[src/rtl/branch_pkg.sv]
// Shared types for branch resolution: tracked entry, FSM state.
// Opcode constants identify the branches fetch pushes.
package branch_pkg;

  localparam int PC_W = 14;

  localparam logic [5:0] OP_BEQ = 6'b000100;
  localparam logic [5:0] OP_BNE = 6'b000101;

  typedef logic [PC_W-1:0] pc_t;

  typedef struct packed {
    pc_t  pc;
    logic ptaken;
  } br_entry_t;

  typedef enum logic {
    RUN   = 1'b0,
    FLUSH = 1'b1
  } br_state_e;

endpackage

[src/rtl/br_track_fifo.sv]
// In-order circular queue of predicted branches awaiting resolve.
// Clear wins over push/pop so a mispredict drops wrong-path entries.
module br_track_fifo
  import branch_pkg::*;
#(
  parameter int DEPTH = 4,
  localparam int AW = $clog2(DEPTH),
  localparam int CW = $clog2(DEPTH + 1)
) (
  input  logic          clk,
  input  logic          rst_n,
  input  logic          clear,
  input  logic          push,
  input  br_entry_t     push_data,
  input  logic          pop,
  output br_entry_t     pop_data,
  output logic [CW-1:0] count
);

  br_entry_t     mem [DEPTH];
  logic [AW-1:0] wptr;
  logic [AW-1:0] rptr;

  assign pop_data = mem[rptr];

  // Storage needs no reset; count gates every read.
  always_ff @(posedge clk) begin
    if (push && !clear) mem[wptr] <= push_data;
  end

  // Pointers and occupancy; pointers wrap because DEPTH is 2^AW.
  always_ff @(posedge clk or negedge rst_n) begin
    if (!rst_n) begin
      wptr  <= '0;
      rptr  <= '0;
      count <= '0;
    end else if (clear) begin
      wptr  <= '0;
      rptr  <= '0;
      count <= '0;
    end else begin
      if (push) wptr <= wptr + AW'(1);
      if (pop)  rptr <= rptr + AW'(1);
      unique case ({push, pop})
        2'b10:   count <= count + CW'(1);
        2'b01:   count <= count - CW'(1);
        default: count <= count;
      endcase
    end
  end

endmodule

[src/rtl/branch_resolve.sv]
// Resolves predicted branches in order: predictor updates,
// mispredict flush/redirect and performance counters.
module branch_resolve
  import branch_pkg::*;
#(
  parameter int PC_W  = 14,
  parameter int DEPTH = 4,
  parameter int CNT_W = 32
) (
  input  logic             clk,
  input  logic             rst_n,
  input  logic             pred_valid,
  input  logic [PC_W-1:0]  pred_pc,
  input  logic             pred_taken,
  output logic             pred_ready,
  input  logic             res_valid,
  input  logic             res_taken,
  input  logic [PC_W-1:0]  res_target,
  output logic             upd_valid,
  output logic [PC_W-1:0]  upd_pc,
  output logic             upd_taken,
  output logic             flush,
  output logic [PC_W-1:0]  redirect_pc,
  output logic [CNT_W-1:0] branch_cnt,
  output logic [CNT_W-1:0] mispred_cnt,
  output logic             err_underflow
);

  localparam int CW = $clog2(DEPTH + 1);

  br_state_e     state;
  br_entry_t     head;
  br_entry_t     new_ent;
  logic [CW-1:0] count;
  logic          empty;
  logic          pop;
  logic          mispred;
  logic          push;

  assign empty   = (count == '0);
  assign pred_ready = rst_n && (state == RUN)
                   && (count < CW'(DEPTH));
  assign pop     = res_valid && !empty;
  assign mispred = pop && (head.ptaken != res_taken);
  assign push    = pred_valid && pred_ready && !mispred;
  assign new_ent = '{pc: pred_pc, ptaken: pred_taken};

  br_track_fifo #(.DEPTH(DEPTH)) u_fifo (
    .clk       (clk),
    .rst_n     (rst_n),
    .clear     (mispred),
    .push      (push),
    .push_data (new_ent),
    .pop       (pop),
    .pop_data  (head),
    .count     (count)
  );

  // One-cycle refill bubble after every mispredict.
  always_ff @(posedge clk or negedge rst_n) begin
    if (!rst_n) begin
      state <= RUN;
    end else begin
      unique case (state)
        RUN:     state <= mispred ? FLUSH : RUN;
        FLUSH:   state <= RUN;
        default: state <= RUN;
      endcase
    end
  end

  // Update stream and redirect; data fields hold when idle.
  always_ff @(posedge clk or negedge rst_n) begin
    if (!rst_n) begin
      upd_valid   <= 1'b0;
      upd_pc      <= '0;
      upd_taken   <= 1'b0;
      flush       <= 1'b0;
      redirect_pc <= '0;
    end else begin
      upd_valid <= pop;
      flush     <= mispred;
      if (pop) begin
        upd_pc    <= head.pc;
        upd_taken <= res_taken;
      end
      if (mispred) begin
        redirect_pc <= res_taken ? res_target
                                 : head.pc + PC_W'(1);
      end
    end
  end

  // Saturating counters and sticky underflow flag.
  always_ff @(posedge clk or negedge rst_n) begin
    if (!rst_n) begin
      branch_cnt    <= '0;
      mispred_cnt   <= '0;
      err_underflow <= 1'b0;
    end else begin
      if (pop && branch_cnt != '1)
        branch_cnt <= branch_cnt + CNT_W'(1);
      if (mispred && mispred_cnt != '1)
        mispred_cnt <= mispred_cnt + CNT_W'(1);
      if (res_valid && empty)
        err_underflow <= 1'b1;
    end
  end

endmodule

[config.mk]
export PLATFORM = sky130hd
export DESIGN_NAME = branch_resolve
export DESIGN_NICKNAME = d
export VERILOG_FILES = /design/src/rtl/branch_pkg.sv /design/src/rtl/br_track_fifo.sv /design/src/rtl/branch_resolve.sv
export SDC_FILE = /design/constraint.sdc
export NUM_CORES = 1
export LEC_CHECK = 0
export ABC_CLOCK_PERIOD_IN_PS = 3900
export BUFFER_PORTS_ARGS = -buffer_cell sky130_fd_sc_hd__buf_2
export CORE_ASPECT_RATIO = 0.8
export CORE_MARGIN = 2
export CORE_UTILIZATION = 50
export CTS_BUF_LIST = sky130_fd_sc_hd__clkbuf_16
export DETAILED_ROUTE_END_ITERATION = 6
export PLACE_DENSITY = 0.74
export SLEW_MARGIN = 20
export SYNTH_ARGS = -nofsm -noshare
export SYNTH_HDL_FRONTEND = slang
export SYNTH_SLANG_ARGS = --single-unit
[constraint.sdc]
create_clock -name clk -period 3.9 [get_ports clk]
set_input_delay 0.39 -clock clk [delete_from_list [all_inputs] [get_ports clk]]
set_output_delay 0.39 -clock clk [all_outputs]
set_load 0.005 [all_outputs]
======== Word-level counts from Yosys, hierarchy flattened ========
Memories as Yosys holds them, arrays and structs flattened.
Index checks and enable logic that the tools add are counted.
cells by class
  mux-type cells .......................... 11
  $add $sub $neg .......................... 7
  eq/ne operators ......................... 5
  bitwise operators ....................... 1
  magnitude comparators ................... 1
  reductions and logical operators ........ 16
operators with widths
  kind                                                                    number
  32-bit by 1-bit adder with 32-bit output (second input constant)        2
  32-bit inequality test (second input constant)                          2
  14-bit by 1-bit adder with 14-bit output (second input constant)        1
  14-bit 2-to-1 mux                                                       1
  1-bit logical AND                                                       10
  2-bit 2-to-1 mux                                                        4
  3-bit one-hot mux with 2 select lines                                   1
  2-bit by 1-bit adder with 2-bit output (second input constant)          2
  2-bit nonzero test                                                      2
  3-bit by 1-bit adder with 3-bit output (second input constant)          1
  3-bit zero test                                                         1
  3-bit less-than comparator (second input constant)                      1
  1-bit 2-to-1 mux                                                        3
  3-bit 2-to-1 mux                                                        1
  3-bit nonzero test                                                      1
  3-bit by 1-bit subtractor with 3-bit output (second input constant)     1
  2-bit by 1-bit equality test with 1-bit output (second input constant)  1
  2-bit equality test (second input constant)                             1
  1-bit zero test                                                         2
  1-bit one-hot mux with 2 select lines                                   1
  1-bit inequality test                                                   1
  1-bit NOT                                                               1
word-level totals
  memory bits (writable) .................. 60
  bits of input ports ..................... 34
  output and inout bits ................... 97
  word-level logic and storage cells ...... 54
  memories kept ........................... 1
  bits in registers ....................... 104
memories
  memory      depth  bits a word  read ports  clocked after Yosys merged registers in  wr ports  line                 source
  u_fifo.mem  4      15           1           0                                        1         br_track_fifo.sv:20  br_entry_t mem [DEPTH];

======== Depth between registers and ports, before layout ========
Gate-level depths: netlist of run 1.
  depth in word-level cells ............... 9
  mapped depth ............................ 9
  depth with buffers taken out ............ 7

======== Cells and area by module ========
From an unflattened synthesis of run 1, not the netlist that was laid out.
unflattened totals
  cells, all modules ...................... 574
  area total of the unflattened synthesis .. 7,248.2 um2
by module, submodules not included
  module          cells each  times used  area each (um2)  sequential area each (um2)
  branch_resolve  454         1           4,618.2          2,427.3
  br_track_fifo   120         1           2,630.0          1,976.9

======== Least setup slack after synthesis of run 1 ========
No wires, ideal clock.
  path kind ............................... register to register
  from .................................... reg u_fifo.rptr[0]
  to ...................................... reg u_fifo.count[2]
  stages on the path, launching flop included .. 10
  arrival ................................. 2.419 ns
  path buffers ............................ 2
  slack ................................... 1.403 ns
  required time ........................... 3.822 ns
  clock period less this slack ............ 2.497 ns
  setup time .............................. 0.078 ns
  cell sequence ........................... dfrtp_1 -> buf_6 -> mux4_2 -> xnor2_1 -> clkbuf_1 -> a21oi_1 -> fa_1 -> nor4_1 -> a31oi_1 -> o2bb2ai_1
between the ends
  cells in the longest elaborated chain, start to end .. 8
  elaborated cells between the ends (all ways) .. 10
  those cells by class .................... eq/ne (3); mux (2); reduce/logical (4); memory (1)
ends and longest elaborated chain
  what                                                                                   line                  source
  from (decl)                                                                            br_track_fifo.sv:22   logic [AW-1:0] rptr;
  from (signal assigned)                                                                 br_track_fifo.sv:43   if (pop) rptr <= rptr + AW'(1);
  memory 4 x 15 bit *                                                                    n/a
  1-bit inequality test *                                                                branch_resolve.sv:44  assign mispred = pop && (head.ptaken != res_taken);
  1-bit logical AND *                                                                    branch_resolve.sv:44
  1-bit zero test                                                                        branch_resolve.sv:45  assign push = pred_valid && pred_ready && !mispred;
  1-bit logical AND                                                                      branch_resolve.sv:45
  2-bit by 1-bit equality test with 1-bit output or 2-bit equality test (tied branches)  br_track_fifo.sv:44   unique case ({push, pop})
  3-bit one-hot mux with 2 select lines                                                  br_track_fifo.sv:44
  3-bit 2-to-1 mux                                                                       br_track_fifo.sv:37   end else if (clear) begin
  to (signal assigned)                                                                   br_track_fifo.sv:45   2'b10: count <= count + CW'(1);
  to (signal assigned)                                                                   br_track_fifo.sv:46   2'b01: count <= count - CW'(1);
  to (signal assigned)                                                                   br_track_fifo.sv:47   default: count <= count;
  to (decl)                                                                              br_track_fifo.sv:17   output logic [CW-1:0] count
Mark *: on every way between the ends. The rest lies on a longest branch, timed or not.
A chain may end at the register's enable or synchronous reset.

======== Final worst setup path of run 1 ========
  from .................................... reg u_fifo.rptr[1]
  to ...................................... reg mispred_cnt[15]
between the ends
  cells in the longest elaborated chain, start to end .. 4
ends and longest elaborated chain
  what                   line                   source
  memory 4 x 15 bit      n/a
  1-bit inequality test  branch_resolve.sv:44
  1-bit logical AND      branch_resolve.sv:44
  1-bit logical AND      branch_resolve.sv:103  if (mispred && mispred_cnt != '1)
  to (signal assigned)   branch_resolve.sv:104  mispred_cnt <= mispred_cnt + CNT_W'(1);
  to (decl)              branch_resolve.sv:25   output logic [CNT_W-1:0] mispred_cnt,
Every way passes these cells.

==> results.md, run 1 <==
- The via count of the first global-routing pass came to 5239.
- The register-to-register setup slack is 1090 ps.
- The overall routing resource usage is 22.48%.
- The root buffer cell chosen for the clock tree is sky130_fd_sc_hd__clkbuf_16.
- The buffers inserted during post-CTS setup optimization is 0.
- The TritonCTS clock tree is built.
- The initial antenna violation count came to 1.
- The final period utilization is 71.94%.
- The first global-routing pass estimated 27400 um of wire.
- STA classifies the critical path endpoint as a flop.
- The startpoint identified for the worst register-to-register timing path is u_fifo.rptr[1]$_DFFE_PN0P_.
- The pin count of the biggest net entering global routing is 70.
- The top fanout value on the critical path is 38.
- For this design the ratio of total power to cell area is 626.0 nW/um^2.
- After detailed routing, the number of vias per cell comes to 5.674.
- Walking the worst path, the cells encountered are buf_4, mux4_2, xnor2_1, buf_4, or2_1, buf_4, inv_1, and4bb_1, xor2_1.
- For this design, the slowest cell found on the critical path is sky130_fd_sc_hd__buf_4.
- From left edge to right edge, the die measures 139.5 um.
- The flow ran to the end, and the final reports show no timing, DRC or antenna violations.
- The detailed-placement wirelength estimate is 11590 um.
- The number of port buffers is 130.
- STA classifies the critical path startpoint as a flop.
- The routed design has 16700 um of wire.
- The H-tree level count is 4.
- The placement row count is 39.
- The total number of nets in the final design is 765.
- The count of unique library cells instantiated by Yosys is 59.
- The synthesized design contains 60 enable-type register cells.
- 131 I/O pins were placed.
- The initial core utilization is 51.39%.
- Among the stages of the critical path, the cell type that occurs most often is sky130_fd_sc_hd__buf_4.
- The leakage power of the design is 0.003854 uW.
- The clock-pin slew on the worst setup and hold paths is 70 ps.
- Measured along the y axis, the die boundary spans 112.4 um.
- The prevailing post-synth register cell is sky130_fd_sc_hd__dfrtp_1.
- Summing the sequential cell areas from Yosys gives 59.95% of the chip area.
- After detailed routing, the average wire length per cell comes to 18.15 um.
- The biggest cell delay along the critical path is 380 ps.
- Global routing finished with a remaining overflow of 0.
- The maximum clock skew at final layout is 9.692 ps.
- Synthesis handed over a netlist of 593 instances.
- The area of the core is 14300 um^2.
- Summed over all instances, the cell type with the most area after synthesis is sky130_fd_sc_hd__dfrtp_1.
- The maximum buffer depth of the clock tree is 2.
- From synthesis to final layout, the design area changed by 19.31%.
- The highest ir drop seen on vdd is 0.4519 mV.
- On the critical path the largest part of the delay comes from buffers and inverters.
- In this run, the number of DRC markers left after iteration 0 of detailed routing was 497.
- The clock period minus final worst setup slack is 2806 ps.
- The endpoint of the most critical register-to-register path is mispred_cnt[15]$_DFFE_PN0P_.
- The kind of path behind the tightest hold check is primary input to asynchronous set/reset pin.
- At the worst endpoint, the required time is 4210 ps.
- The max-slew violation count is 0.
- In the final layout, the share of cells above drive strength 1 is 27.21%.
- Setup repair after global routing left no endpoint under its margin.
- The weighted congestion reported at the end of routability-driven placement is 0.8255.
- Timing would allow up to 356.4 MHz.
- The register bit count reported by yosys is 164.
- At the later pin of the worst-skew pair, clock insertion delay measures 430 ps.
- The number of gates resized after CTS was 0.
- The critical path contains buffers and inverters numbering 4 combined.
- The worst setup path startpoint is u_fifo.rptr[1]$_DFFE_PN0P_.
- After synthesis the cells add up to 7347 um^2.
- The number of nets produced by synthesis is 635.
- After routing, the total negative slack on setup checks comes to 0 ps.
- The total number of clock tree sinks is 164.
- Yosys printed 0 warnings.
- The area of the die is 15690 um^2.
- At the pin with the least slew margin, the transition time is 944.5 ps.
- Data on the critical path arrives at its endpoint at 3110 ps.
- The worst setup path is of the flop to flop kind.
- Max-cap violations in this run came to 0.
- Buffers inserted during clock tree synthesis total 17.
- The worst pin sits at a relative slew slack of 36.56%.
- The number of hold buffers added after CTS is 0.
- In the post-synthesis netlist, the biggest area contributors are sky130_fd_sc_hd__dfrtp_1 35%, sky130_fd_sc_hd__edfxtp_1 25%, sky130_fd_sc_hd__xnor2_1 5.7%.
- The number of cells on the worst reg-to-reg path is 9.
- The length of the first detailed-routing pass in iterations is 5.
- In this run the remaining antenna-violating nets after routing total 0.
- The final-report hold violation count is 0.
- The design draws 5487 uW.
- The via count is 5220.
- The share of async-settable or async-resettable flops after synthesis is 63.41%.
- Setup violations remaining at the end of the flow were counted as 0.
- The mean area per synthesized cell is 12.39 um^2.
- After synthesis, the largest area contributor takes up 35.42% of total cell area.
- The count of unresolved DRC violations after routing is 0.
==> through the flow <==
step / worst slack, ps / area [um^2] / std cells / hold WS, ps / util [%]
floorplan: 1403 / 7347 / 593 / 94.41 / -
detailed placement: 1088 / 8160 / 888 / 427.3 / 57.08
finish: 1094 / 8766 / 920 / 49.12 / 61.31
global route: 877.6 / 8763 / 919 / 91.20 / 61.29
CTS: 1089 / 8763 / 919 / 57.95 / 61.29
global placement: 1205 / 8160 / 888 / 428.6 / 57.08
==> cell usage after synthesis, types with 3 or more instances <==
master / count
sky130_fd_sc_hd__mux2i_1: 4
sky130_fd_sc_hd__nor4_1: 9
sky130_fd_sc_hd__o31ai_1: 4
sky130_fd_sc_hd__nor2_1: 22
sky130_fd_sc_hd__o21ai_0: 21
sky130_fd_sc_hd__a21oi_1: 9
sky130_fd_sc_hd__nand4b_1: 3
sky130_fd_sc_hd__o2111ai_1: 3
sky130_fd_sc_hd__nand3_1: 32
sky130_fd_sc_hd__buf_6: 4
sky130_fd_sc_hd__ha_1: 7
sky130_fd_sc_hd__nor3_1: 15
sky130_fd_sc_hd__a31oi_1: 4
sky130_fd_sc_hd__nand4_1: 26
sky130_fd_sc_hd__mux4_2: 15
sky130_fd_sc_hd__edfxtp_1: 60
sky130_fd_sc_hd__and4_1: 9
sky130_fd_sc_hd__xnor2_1: 48
sky130_fd_sc_hd__inv_1: 9
sky130_fd_sc_hd__xor2_1: 21
sky130_fd_sc_hd__nor4_2: 3
sky130_fd_sc_hd__dfrtp_1: 104
sky130_fd_sc_hd__nor3b_1: 3
sky130_fd_sc_hd__clkbuf_1: 15
sky130_fd_sc_hd__nand2_1: 82
sky130_fd_sc_hd__buf_2: 4
sky130_fd_sc_hd__and3_1: 14
sky130_fd_sc_hd__o31a_1: 3
==> report_power, final <==
group	leakage, uW	internal, uW	total, uW	switching [uW]
clock network	0.000302	1010	1680	663
registers	0.00190	2090	2300	211
logic	0.00165	616	1510	898
==> cells in the final DEF, fill, tap and decap left out, drive strengths merged, types with 4 or more instances in the layout <==
cell / instances
a21oi: 9
a31oi: 4
and3: 14
and4: 9
buf: 137
clkbuf: 19
clkinv: 8
dfrtp: 104
edfxtp: 60
ha: 7
inv: 12
mux2i: 4
mux4: 15
nand2: 82
nand3: 32
nand4: 28
nor2: 23
nor3: 16
nor4: 13
o21ai: 21
o31ai: 4
xnor2: 48
xor2: 21
==> flip-flops by register name, summed over array words and instances, names as in the netlist <==
| register | cells |
|---|---|
| upd_pc | 14 |
| mispred_cnt | 32 |
| branch_cnt | 32 |
| upd_valid | 1 |
| u_fifo.mem | 60 |
| flush | 1 |
| redirect_pc | 14 |
| u_fifo.rptr | 2 |
| u_fifo.count | 3 |
| err_underflow | 1 |
| u_fifo.wptr | 2 |
| state | 1 |
| upd_taken | 1 |
==> layer usage <==
layer / wire length (um) / track usage (%) / share of wire [%]
met5: 0 / 0 / 0
met4: 303 / 8.215 / 1.8
met3: 1348 / 6.826 / 8.1
met2: 7584 / 33.27 / 45
met1: 7462 / 31.80 / 45
==> worst max path at each step <==
stage                                             end  cells past startpoint
after detailed placement  mispred_cnt[15]$_DFFE_PN0P_                      9
final                     mispred_cnt[15]$_DFFE_PN0P_                      9
after floorplan           u_fifo.count[2]$_DFFE_PN0P_                      9
after global placement    mispred_cnt[15]$_DFFE_PN0P_                      9
after global routing      mispred_cnt[15]$_DFFE_PN0P_                      9
after CTS                 mispred_cnt[15]$_DFFE_PN0P_                      9
==> final cells by class <==
cell class / instances / area [um^2]
clock inverter: 12 / 127.6
antenna: 1 / 2.502
inverter: 10 / 37.54
timing repair buffer: 137 / 705.7
sequential: 164 / 4404
clock buffer: 19 / 475.5
tap: 184 / 230.2
fill: 1138 / 5532
multi-input combinational: 393 / 2783
==> worst register-to-register path: stages (launching register included) <==
cell                       delay [ps]
sky130_fd_sc_hd__dfrtp_1          320
sky130_fd_sc_hd__buf_4            270
sky130_fd_sc_hd__mux4_2           360
sky130_fd_sc_hd__xnor2_1          170
sky130_fd_sc_hd__buf_4            200
sky130_fd_sc_hd__or2_1            180
sky130_fd_sc_hd__buf_4            380
sky130_fd_sc_hd__inv_1            360
sky130_fd_sc_hd__and4bb_1         330
sky130_fd_sc_hd__xor2_1           140
==> kinds of logic (layout without fill, tap and decap cells) <==
family                   count (synthesis)  in the layout  synth area share, %
AO/OA/AOI/OAI                           53             53                4.513
XOR/XNOR                                69             69                8.225
adder cells (fa/ha/maj)                  8              8                1.465
buffers and inverters                   36            178                2.367
flip-flops                             164            164                59.95
multiplexers                            22             22                5.603
other                                    0              1                    0
AND/OR/NAND/NOR                        241            241                17.88
Power figures use the tool's default switching activity.
==> run 2: changes to the inputs <==
--- a/config.mk
+++ b/config.mk
@@ -5,14 +5,15 @@
 export SDC_FILE = /design/constraint.sdc
 export NUM_CORES = 1
 export LEC_CHECK = 0
-export ABC_CLOCK_PERIOD_IN_PS = 3900
+export ABC_AREA = 1
+export ABC_CLOCK_PERIOD_IN_PS = 2800
 export BUFFER_PORTS_ARGS = -buffer_cell sky130_fd_sc_hd__buf_2
 export CORE_ASPECT_RATIO = 0.8
 export CORE_MARGIN = 2
 export CORE_UTILIZATION = 50
 export CTS_BUF_LIST = sky130_fd_sc_hd__clkbuf_16
 export DETAILED_ROUTE_END_ITERATION = 6
-export PLACE_DENSITY = 0.74
+export PLACE_DENSITY = 0.73
 export SLEW_MARGIN = 20
 export SYNTH_ARGS = -nofsm -noshare
 export SYNTH_HDL_FRONTEND = slang
==> constraint.sdc (replaced) <==
create_clock -name clk -period 2.8 [get_ports clk]
set_input_delay 0.28 -clock clk [delete_from_list [all_inputs] [get_ports clk]]
set_output_delay 0.28 -clock clk [all_outputs]
set_load 0.005 [all_outputs]
==> run 2 against run 1 <==
Combinational power is 99% higher. Clock-buffer cell count stayed put. Die area is 13% higher. Core utilization is 1.9 points lower. Sequential power is 45% higher. First-iteration DRC count is 25% higher. Clock power is 27% higher. Cell count is 48% higher. Worst hold slack better by 19 ps.
==> results.md, run 2 <==
- The global routing met2 resource utilization is 34.09% (+0.82 points).
- The data required time at the worst endpoint is 3110 ps (-1100 ps).
- The highest attainable clock frequency is 409.4 MHz (+15%).
- The number of antenna-violating nets in the routed design was 0 (unchanged).
- For this design, the slowest cell found on the critical path is sky130_fd_sc_hd__dfrtp_1.
- The startpoint identified for the worst register-to-register timing path is u_fifo.rptr[0]$_DFFE_PN0P_.
- The part of the Yosys area used for sequential elements is 53.01% (-6.9 points).
- The total number of nets in the final design came to 1168 (+53%).
- The switching power as a share of total power is 38.33% (+6.0 points).
- The post-synthesis instance total is 991 (+67%).
- The quantity of gates resized following cts is 0 (unchanged).
- The clock period minus final worst setup slack is 2443 ps (-363.1 ps).
- The placement row count is 42 (+7.7%).
- The top cell types in the final layout, fill and taps aside, are 372 x sky130_fd_sc_hd__nand2_1, 129 x sky130_fd_sc_hd__buf_2, 104 x sky130_fd_sc_hd__dfrtp_1.
- The via count is 7101 (+36%).
- The most area-hungry cell type in the Yosys netlist is sky130_fd_sc_hd__dfrtp_1.
- The worst setup slack before clock tree synthesis is 387.6 ps (-700.4 ps).
- The most flop-heavy register is u_fifo.mem.
- The number of I/O pins came to 131 (unchanged).
- The detailed-placement wirelength estimate came to 14840 um (+28%).
- The count of routing violations after the opening detailed-route iteration is 619 (+25%).
- The met1 demand-to-capacity share in global routing came to 36.92% (+5.1 points).
- In the synthesized netlist, the cells that appear most often are 372 x sky130_fd_sc_hd__nand2_1, 104 x sky130_fd_sc_hd__dfrtp_1, 81 x sky130_fd_sc_hd__nor2_1.
- The number of inserted filler cells in the final layout is 1494 (+31%).
- In the post-synthesis netlist, the biggest area contributors are sky130_fd_sc_hd__dfrtp_1 31%, sky130_fd_sc_hd__edfxtp_1 22%, sky130_fd_sc_hd__nand2_1 17%.
- The register-to-register setup slack is 360 ps (-740 ps).
- The synthesized cell area is 8308 um^2 (+13%).
- The slack of the critical path is 357.3 ps (-736.9 ps).
- The leading cell type by number of instances after synthesis is sky130_fd_sc_hd__nand2_1.
- The number of port buffers was 130 (unchanged).
- The slew at the pin closest to its max-slew limit came to 711.9 ps (-232.5 ps).
- The max-slew violation count is 0 (unchanged).
- The pin count of the biggest net entering global routing was 79 (+13%).
- The length of the first detailed-routing pass in iterations is 5 (unchanged).
- The worst setup path is captured at a flop.
- Counting instances, the worst hold path has a depth of 1.
- In this run the clock root is driven by a sky130_fd_sc_hd__clkbuf_16.
- The most numerous cell type found on the critical path is sky130_fd_sc_hd__nand2_1.
- The library cell used most frequently in the layout, excluding fill and tap cells, is sky130_fd_sc_hd__nand2_1.
- The average detailed-routed wire length per instance was 15.15 um (-17%).
- The highest ir drop seen on vdd came to 0.5076 mV (+12%).
- The net load switching power is 3248 uW (+83%).
- The count of unresolved DRC violations after routing is 0 (unchanged).
- The mean area per synthesized cell is 8.383 um^2 (-32%).
- The overall routing resource usage is 24.11% (+1.6 points).
- The setup total negative slack is 0 ps (unchanged).
- The design internal power is 5225 uW (+41%).
- The layer flagged by global routing as most heavily used is met1.
- The share of total power in sequential cells is 39.4% (-2.5 points).
- The depth of the worst register-to-register path is 15 (+6).
- The area of the core is 16400 um^2 (+15%).
- The share of power burned in the clock network is 25.2% (-5.3 points).
- The kind of path behind the tightest hold check is primary input to flop.
- The critical path goes through buf_4, nand2_1, nand3_1, nand2_1, nand2_1, nand2_1, nand2_1, nand2_2, nand2_1, inv_1, fa_1, xnor2_1, nand3b_1, nand2_1, o21ai_1.
- The met3 global-route usage was 6.169% (-0.66 points).
- Setup repair after global routing left no endpoint under its margin.
- The register bit count reported by yosys is 164 (unchanged).
- The count of unique library cells instantiated by Yosys came to 38 (-36%).
- The number of enable flip-flop cells after synthesis is 60 (unchanged).
- The worst hold path terminates at u_fifo.mem[2][13]$_DFFE_PP_.
- The leakage power of the design is 0.004562 uW (+18%).
- The via count of the first global-routing pass is 6550 (+25%).
- The prevailing post-synth register cell is sky130_fd_sc_hd__dfrtp_1.
- The number of hold buffers added after CTS is 1 (+1).
- The relative slew slack was 52.54% (+16 points).
- The share of async-settable or async-resettable flops after synthesis is 63.41% (unchanged).
- The buffers inserted during post-CTS setup optimization is 0 (unchanged).
- The total number of clock tree sinks came to 164 (unchanged).
- The final period utilization came to 87.24% (+15 points).
- The number of flip-flops under the largest register name is 60 (unchanged).
- The top fanout value on the critical path is 32 (-16%).
- The number of nets produced by synthesis came to 1033 (+63%).
- The routed wire length is 20620 um (+23%).
- The maximum buffer depth of the clock tree came to 2 (unchanged).
- The fraction of layout cells with a size suffix above 1 was 17.82% (-9.4 points).
- The top-area cell type share of the netlist area is 31.33% (-4.1 points).
- The global-route congestion overflow total is 0 (unchanged).
- STA classifies the critical path startpoint as a flop.
- The H-tree level count was 4 (unchanged).
- The initial antenna violation count is 2 (+1).
- The largest registers in the layout are u_fifo.mem x60, branch_cnt x32, mispred_cnt x32.
- The power density over cell area is 869.9 nW/um^2 (+39%).
- The biggest cell delay along the critical path is 370 ps (about the same).
- The total setup violations reported at the end of the flow is 0 (unchanged).
- In this run the most critical hold path is launched from pred_pc[12].
- The clock-pin slew on the worst setup and hold paths is 60 ps (about the same).
- The number of CTS-inserted buffers is 17 (unchanged).
- The worst endpoint data arrival time was 2750 ps (-360 ps).
- The clock latency at the later pin of the worst-skew pair came to 420 ps (about the same).
- The die width is 148.1 um (+6.2%).
- The number of warnings printed during yosys synthesis is 0 (unchanged).
- The worst register-to-register path ends at u_fifo.count[2]$_DFFE_PN0P_.
- The final-report hold violation count was 0 (unchanged).
- The maximum clock skew at final layout is 9.475 ps (-0.2176 ps).
- The number of max-cap violations is 0 (unchanged).
- The area growth from synthesis to layout is 17.23%.
- The wire length of the first global-routing pass is 33550 um (+22%).
- The initial core utilization is 50.67% (-0.72 points).
- The critical path is of the flop to flop type.
- The weighted congestion reported at the end of routability-driven placement is 0.9321 (+13%).
- The TritonCTS clock tree is built.
- The run finished with clean final reports.
- The area of the die is 17670 um^2 (+13%).
- The combinational share of power came to 35.4% (+7.8 points).
- The height of the chip is 119.3 um (+6.1%).
- The ratio of routed vias to standard cells is 5.217 (-8.0%).
run 2: cell count changes after synthesis, sizes merged, moves of 12 or more:
cell / change
buf: +14
xnor2: -25
and3: -14
nand4: -17
nor2: +69
nand3: +46
nor3: +12
mux4: -15
o21ai: +27
nand2: +292
inv: +58
run 2: through the flow:
| step | hold WS [ps] | power [uW] | instance area (um^2) | utilization [%] | instances |
|---|---|---|---|---|---|
| floorplan | -15.59 | 5312 | 8308 | - | 991 |
| global placement | 349.3 | 6266 | 9180 | 55.99 | 1326 |
| detailed placement | 342.6 | 6346 | 9180 | 55.99 | 1326 |
| CTS | 54.75 | 8485 | 9731 | 59.35 | 1359 |
| global route | 55.54 | 9061 | 9734 | 59.37 | 1359 |
| finish | 68.41 | 8472 | 9739 | 59.40 | 1361 |
run 2: metal layers:
| metal | wire [um] | vias up | part of all wire [%] |
|---|---|---|---|
| met2 | 8711 | 249 | 42 |
| met3 | 1495 | 21 | 7.3 |
| met4 | 238 | 0 | 1.2 |
| li1 | - | 3476 | - |
| met1 | 10180 | 3355 | 49 |
| met5 | 0 | - | 0 |
run 2: cells by family (layout without fill, tap and decap cells):
family	after synthesis	after routing	synth area share, %
AOI/OAI and AO/OA	68	68	4.729
xor gates and xnor gates	52	52	5.482
adders and majority gates	8	8	1.295
buffers and inverters	100	248	5.256
DFF	164	164	53.01
other	0	2	0
and+or+nand+nor	599	599	30.23
run 2: how the worst max path moves through the flow:
| stage | start | to | slack (ps) | cells after the start |
|---|---|---|---|---|
| global route | u_fifo.rptr[0]$_DFFE_PN0P_ | u_fifo.count[2]$_DFFE_PN0P_ | 120 | 15 |
| global placement | u_fifo.rptr[0]$_DFFE_PN0P_ | u_fifo.count[2]$_DFFE_PN0P_ | 480 | 15 |
| detailed placement | u_fifo.rptr[0]$_DFFE_PN0P_ | u_fifo.count[2]$_DFFE_PN0P_ | 390 | 15 |
| finish | u_fifo.rptr[0]$_DFFE_PN0P_ | u_fifo.count[2]$_DFFE_PN0P_ | 360 | 15 |
| floorplan | u_fifo.count[2]$_DFFE_PN0P_ | u_fifo.mem[0][0]$_DFFE_PP_ | 720 | 5 |
| CTS | u_fifo.rptr[0]$_DFFE_PN0P_ | u_fifo.count[2]$_DFFE_PN0P_ | 380 | 15 |
run 2: cell type report:
type | instances | area, um^2 | area share (%)
sequential | 164 | 4404 | 45.22
multi-input combinational | 727 | 3467 | 35.60
timing repair buffer | 147 | 787.0 | 8.081
clock buffer | 19 | 475.5 | 4.882
tap | 220 | 275.3 | 2.826
inverter | 69 | 260.3 | 2.672
clock inverter | 13 | 65.06 | 0.6680
antenna | 2 | 5.005 | 0.05139
run 2: critical path, delay by kind of cell (launching register included):
kind                       cells  cell delay, ps
and+or+nand+nor               10             990
buffers and inverters          2             400
DFF                            1             370
adders and majority gates      1             370
xor gates and xnor gates       1             140
AOI/OAI and AO/OA              1              50
run 2: power groups by stage:
stage / sequential (uW) / clock (uW) / combinational [uW]
6_report: 3340 / 2130 / 3000
5_1_grt: 3400 / 2280 / 3380
2_1_floorplan: 3340 / 0 / 1970
4_1_cts: 3330 / 2160 / 2990
3_5_place_dp: 3370 / 0 / 2970
3_3_place_gp: 3360 / 0 / 2900
==> run 3: changes to the inputs <==
--- a/config.mk
+++ b/config.mk
@@ -7,13 +7,13 @@
 export LEC_CHECK = 0
 export ABC_AREA = 1
 export ABC_CLOCK_PERIOD_IN_PS = 2800
-export BUFFER_PORTS_ARGS = -buffer_cell sky130_fd_sc_hd__buf_2
 export CORE_ASPECT_RATIO = 0.8
 export CORE_MARGIN = 2
 export CORE_UTILIZATION = 50
 export CTS_BUF_LIST = sky130_fd_sc_hd__clkbuf_16
 export DETAILED_ROUTE_END_ITERATION = 6
-export PLACE_DENSITY = 0.73
+export DONT_BUFFER_PORTS = 1
+export PLACE_DENSITY = 0.66
 export SLEW_MARGIN = 20
 export SYNTH_ARGS = -nofsm -noshare
 export SYNTH_HDL_FRONTEND = slang
==> run 3 against run 2 <==
Core utilization down 2.9 points. Worst hold slack got worse by 43 ps. First-iteration DRC count fell by 9.2%. Sequential power grew 3%. Critical endpoint is now mispred_cnt[10]$_DFFE_PN0P_. Largest power group unchanged. Clock skew is 5.7 ps higher. Routed wire length increased by 0.63%. Fmax down 0.35%. Cell count decreased by 8.4%. Die area unchanged. Non-clock buffer count is 112 lower. Global-route usage fell by 0.084 points. Clock-buffer cell count down 2.
==> results.md, run 3 (synthesis results as in run 2) <==
- The placement row count is 42 (unchanged).
- The wire length of the first global-routing pass is 33140 um (-1.2%).
- The kind of path behind the tightest hold check is primary input to flop.
- The via count of the first global-routing pass came to 6109 (-6.7%).
- The leakage power of the design was 0.004013 uW (-12%).
- The pin count of the biggest net entering global routing is 105 (+33%).
- The max-slew violation count is 0 (unchanged).
- The slew at the pin closest to its max-slew limit came to 548.7 ps (-163.3 ps).
- The number of antenna-violating nets in the routed design came to 0 (unchanged).
- The top fanout value on the critical path is 29 (-9.4%).
- The setup total negative slack came to 0 ps (unchanged).
- The clock latency at the later pin of the worst-skew pair is 430 ps (about the same).
- The global-route congestion overflow total is 0 (unchanged).
- The largest registers in the layout are u_fifo.mem x60, branch_cnt x32, mispred_cnt x32.
- The total setup violations reported at the end of the flow came to 0 (unchanged).
- The worst setup slack before clock tree synthesis is 358.6 ps (-29.06 ps).
- The register-to-register setup slack is 350 ps (about the same).
- The clock period minus final worst setup slack came to 2451 ps (+8.481 ps).
- The maximum clock skew at final layout is 15.21 ps (+5.736 ps).
- The area of the core is 16400 um^2 (unchanged).
- Relative to the synthesized area, the layout overhead comes to 11.55%.
- The sort of element at the end of the critical path is a flop.
- The length of the first detailed-routing pass in iterations is 5 (unchanged).
- The combined flip-flop and latch cell area is 4404 um^2 (unchanged).
- The final-report hold violation count is 0 (unchanged).
- The type of the setup path with the least slack is flop to flop.
- The highest ir drop seen on vdd is 0.4885 mV (-3.8%).
- TritonCTS built the clock tree.
- In this run the critical register-to-register path is captured at mispred_cnt[10]$_DFFE_PN0P_.
- The H-tree level count is 4 (unchanged).
- The number of inserted filler cells in the final layout is 1491 (-0.20%).
- The startpoint identified for the worst hold timing path is res_valid.
- The reg-to-reg critical path startpoint is u_fifo.rptr[0]$_DFFE_PN0P_.
- The cell area after placement is 8534 um^2 (-7.0%).
- The area of the die was 17670 um^2 (unchanged).
- The via count is 6672 (-6.0%).
- The data required time at the worst endpoint is 3110 ps (about the same).
- The detailed-placement wirelength estimate is 14660 um (-1.2%).
- The run finished with clean final reports.
- The initial antenna violation count is 0 (-2).
- The number of port buffers is 0 (-100%).
- The fraction of layout cells with a size suffix above 1 is 7.595% (-10 points).
- The number of flip-flops under the largest register name is 60 (unchanged).
- The post-route worst hold slack came to 25.75 ps (-42.66 ps).
- The number of max-cap violations is 0 (unchanged).
- The instance count along the most critical hold path is 1 (unchanged).
- The total number of nets in the final design was 1056 (-9.6%).
- The cell at the root of the clock tree is sky130_fd_sc_hd__clkbuf_16.
- Setup repair after global routing left no endpoint under its margin.
- The height of the chip is 119.3 um (unchanged).
- The path with the worst hold slack has its endpoint at err_underflow$_DFFE_PN0P_.
- The depth of the worst register-to-register path is 14 (-1).
- The final total power is 8208 uW (-3.1%).
- The number of CTS-inserted buffers is 17 (unchanged).
- The buffers inserted during post-CTS setup optimization came to 0 (unchanged).
- The relative slew slack is 63.42% (+11 points).
- The power density over cell area is 885.7 nW/um^2 (+1.8%).
- The final period utilization is 87.54% (+0.30 points).
- The count of unresolved DRC violations after routing is 0 (unchanged).
- The most flop-heavy register is u_fifo.mem.
- The initial core utilization is 50.67% (unchanged).
- The quantity of gates resized following cts is 0 (unchanged).
- The launching element type of the critical path is a flop.
- The number of hold buffers added after CTS is 18 (+17).
- The library cell used most frequently in the layout, excluding fill and tap cells, is sky130_fd_sc_hd__nand2_1.
- The routed wire length came to 20750 um (+0.63%).
- The antenna diode count is 0 (-2).
- The worst endpoint data arrival time is 2760 ps (about the same).
- The overall routing resource usage is 24.02% (-0.084 points).
- The total area of multi-input combinational cells was 3467 um^2 (unchanged).
- The weighted congestion reported at the end of routability-driven placement came to 0.9069 (-2.7%).
- The number of I/O pins is 131 (unchanged).
- The slack of the critical path is 348.8 ps (-8.481 ps).
- The maximum buffer depth of the clock tree is 2 (unchanged).
- The library cells used most frequently in the layout, excluding fill and tap cells, are 372 x sky130_fd_sc_hd__nand2_1, 104 x sky130_fd_sc_hd__dfrtp_1, 81 x sky130_fd_sc_hd__nor2_1.
- The post-route cell area was 9268 um^2 (-4.8%).
- The worst setup path startpoint is u_fifo.rptr[0]$_DFFE_PN0P_.
- The highest attainable clock frequency came to 408.0 MHz (-0.35%).
- The average detailed-routed wire length per instance is 16.64 um (+9.8%).
- The total number of clock tree sinks is 164 (unchanged).
- The count of routing violations after the opening detailed-route iteration was 562 (-9.2%).
- The clock-pin slew on the worst setup and hold paths was 60 ps (about the same).
- The die width is 148.1 um (unchanged).
- The ratio of routed vias to standard cells is 5.350 (+2.5%).
run 3: cell types whose count changed in the layout (fill, tap and decap cells not counted), moves of 3 or more:
| cell | before | now |
|---|---|---|
| sky130_fd_sc_hd__buf_2 | 129 | 0 |
| sky130_fd_sc_hd__clkinv_2 | 5 | 1 |
| sky130_fd_sc_hd__clkinv_4 | 1 | 4 |
| sky130_fd_sc_hd__dlygate4sd3_1 | 1 | 17 |
| sky130_fd_sc_hd__inv_1 | 64 | 61 |
| sky130_fd_sc_hd__inv_6 | 0 | 4 |
run 3: area by class of cell:
type / instances / share of cell area (%)
well taps: 220 / 2.970
clock buffers: 17 / 4.590
multi-input cells: 727 / 37.41
clock inverters: 15 / 1.188
flip-flops and latches: 164 / 47.52
repair buffers: 35 / 3.510
inverters: 69 / 2.808
run 3: worst max-delay path by stage:
| stage | slack (ps) | to |
|---|---|---|
| finish | 350 | mispred_cnt[10]$_DFFE_PN0P_ |
| detailed placement | 360 | mispred_cnt[10]$_DFFE_PN0P_ |
| CTS | 330 | mispred_cnt[10]$_DFFE_PN0P_ |
| global placement | 390 | mispred_cnt[10]$_DFFE_PN0P_ |
| global route | 50 | mispred_cnt[1]$_DFFE_PN0P_ |
| floorplan | 720 | u_fifo.mem[0][0]$_DFFE_PP_ |
run 3: critical path, cell delays in order (launching register included):
cell	delay, ps
sky130_fd_sc_hd__dfrtp_1	360
sky130_fd_sc_hd__clkinv_2	270
sky130_fd_sc_hd__nand2_1	140
sky130_fd_sc_hd__nand3_1	100
sky130_fd_sc_hd__nand2_1	80
sky130_fd_sc_hd__nand2_1	40
sky130_fd_sc_hd__nand2_1	50
sky130_fd_sc_hd__nand2_1	80
sky130_fd_sc_hd__buf_4	190
sky130_fd_sc_hd__inv_2	220
sky130_fd_sc_hd__nand2_2	190
sky130_fd_sc_hd__inv_2	410
sky130_fd_sc_hd__nand2_1	100
sky130_fd_sc_hd__nand2_1	70
sky130_fd_sc_hd__nand2_1	50
run 3: through the flow:
| stage | utilization (%) | std cells |
|---|---|---|
| global placement | 52.05 | 1197 |
| floorplan | - | 991 |
| detailed placement | 52.05 | 1197 |
| global route | 56.52 | 1247 |
| finish | 56.52 | 1247 |
| CTS | 56.52 | 1247 |
run 3: report_power, final:
part | switching [uW] | leakage (uW) | internal (uW)
registers | 473 | 0.00188 | 2980
clock network | 1010 | 0.000252 | 1140
logic | 1790 | 0.00188 | 820
run 3: per-layer routing:
metal	vias to the layer above	GRT usage, %	share of wire, %
li1	3268	-	-
met1	3144	36.81	48
met2	244	32.90	42
met3	16	7.280	9.2
met4	0	6.429	1.1
met5	-	0	0
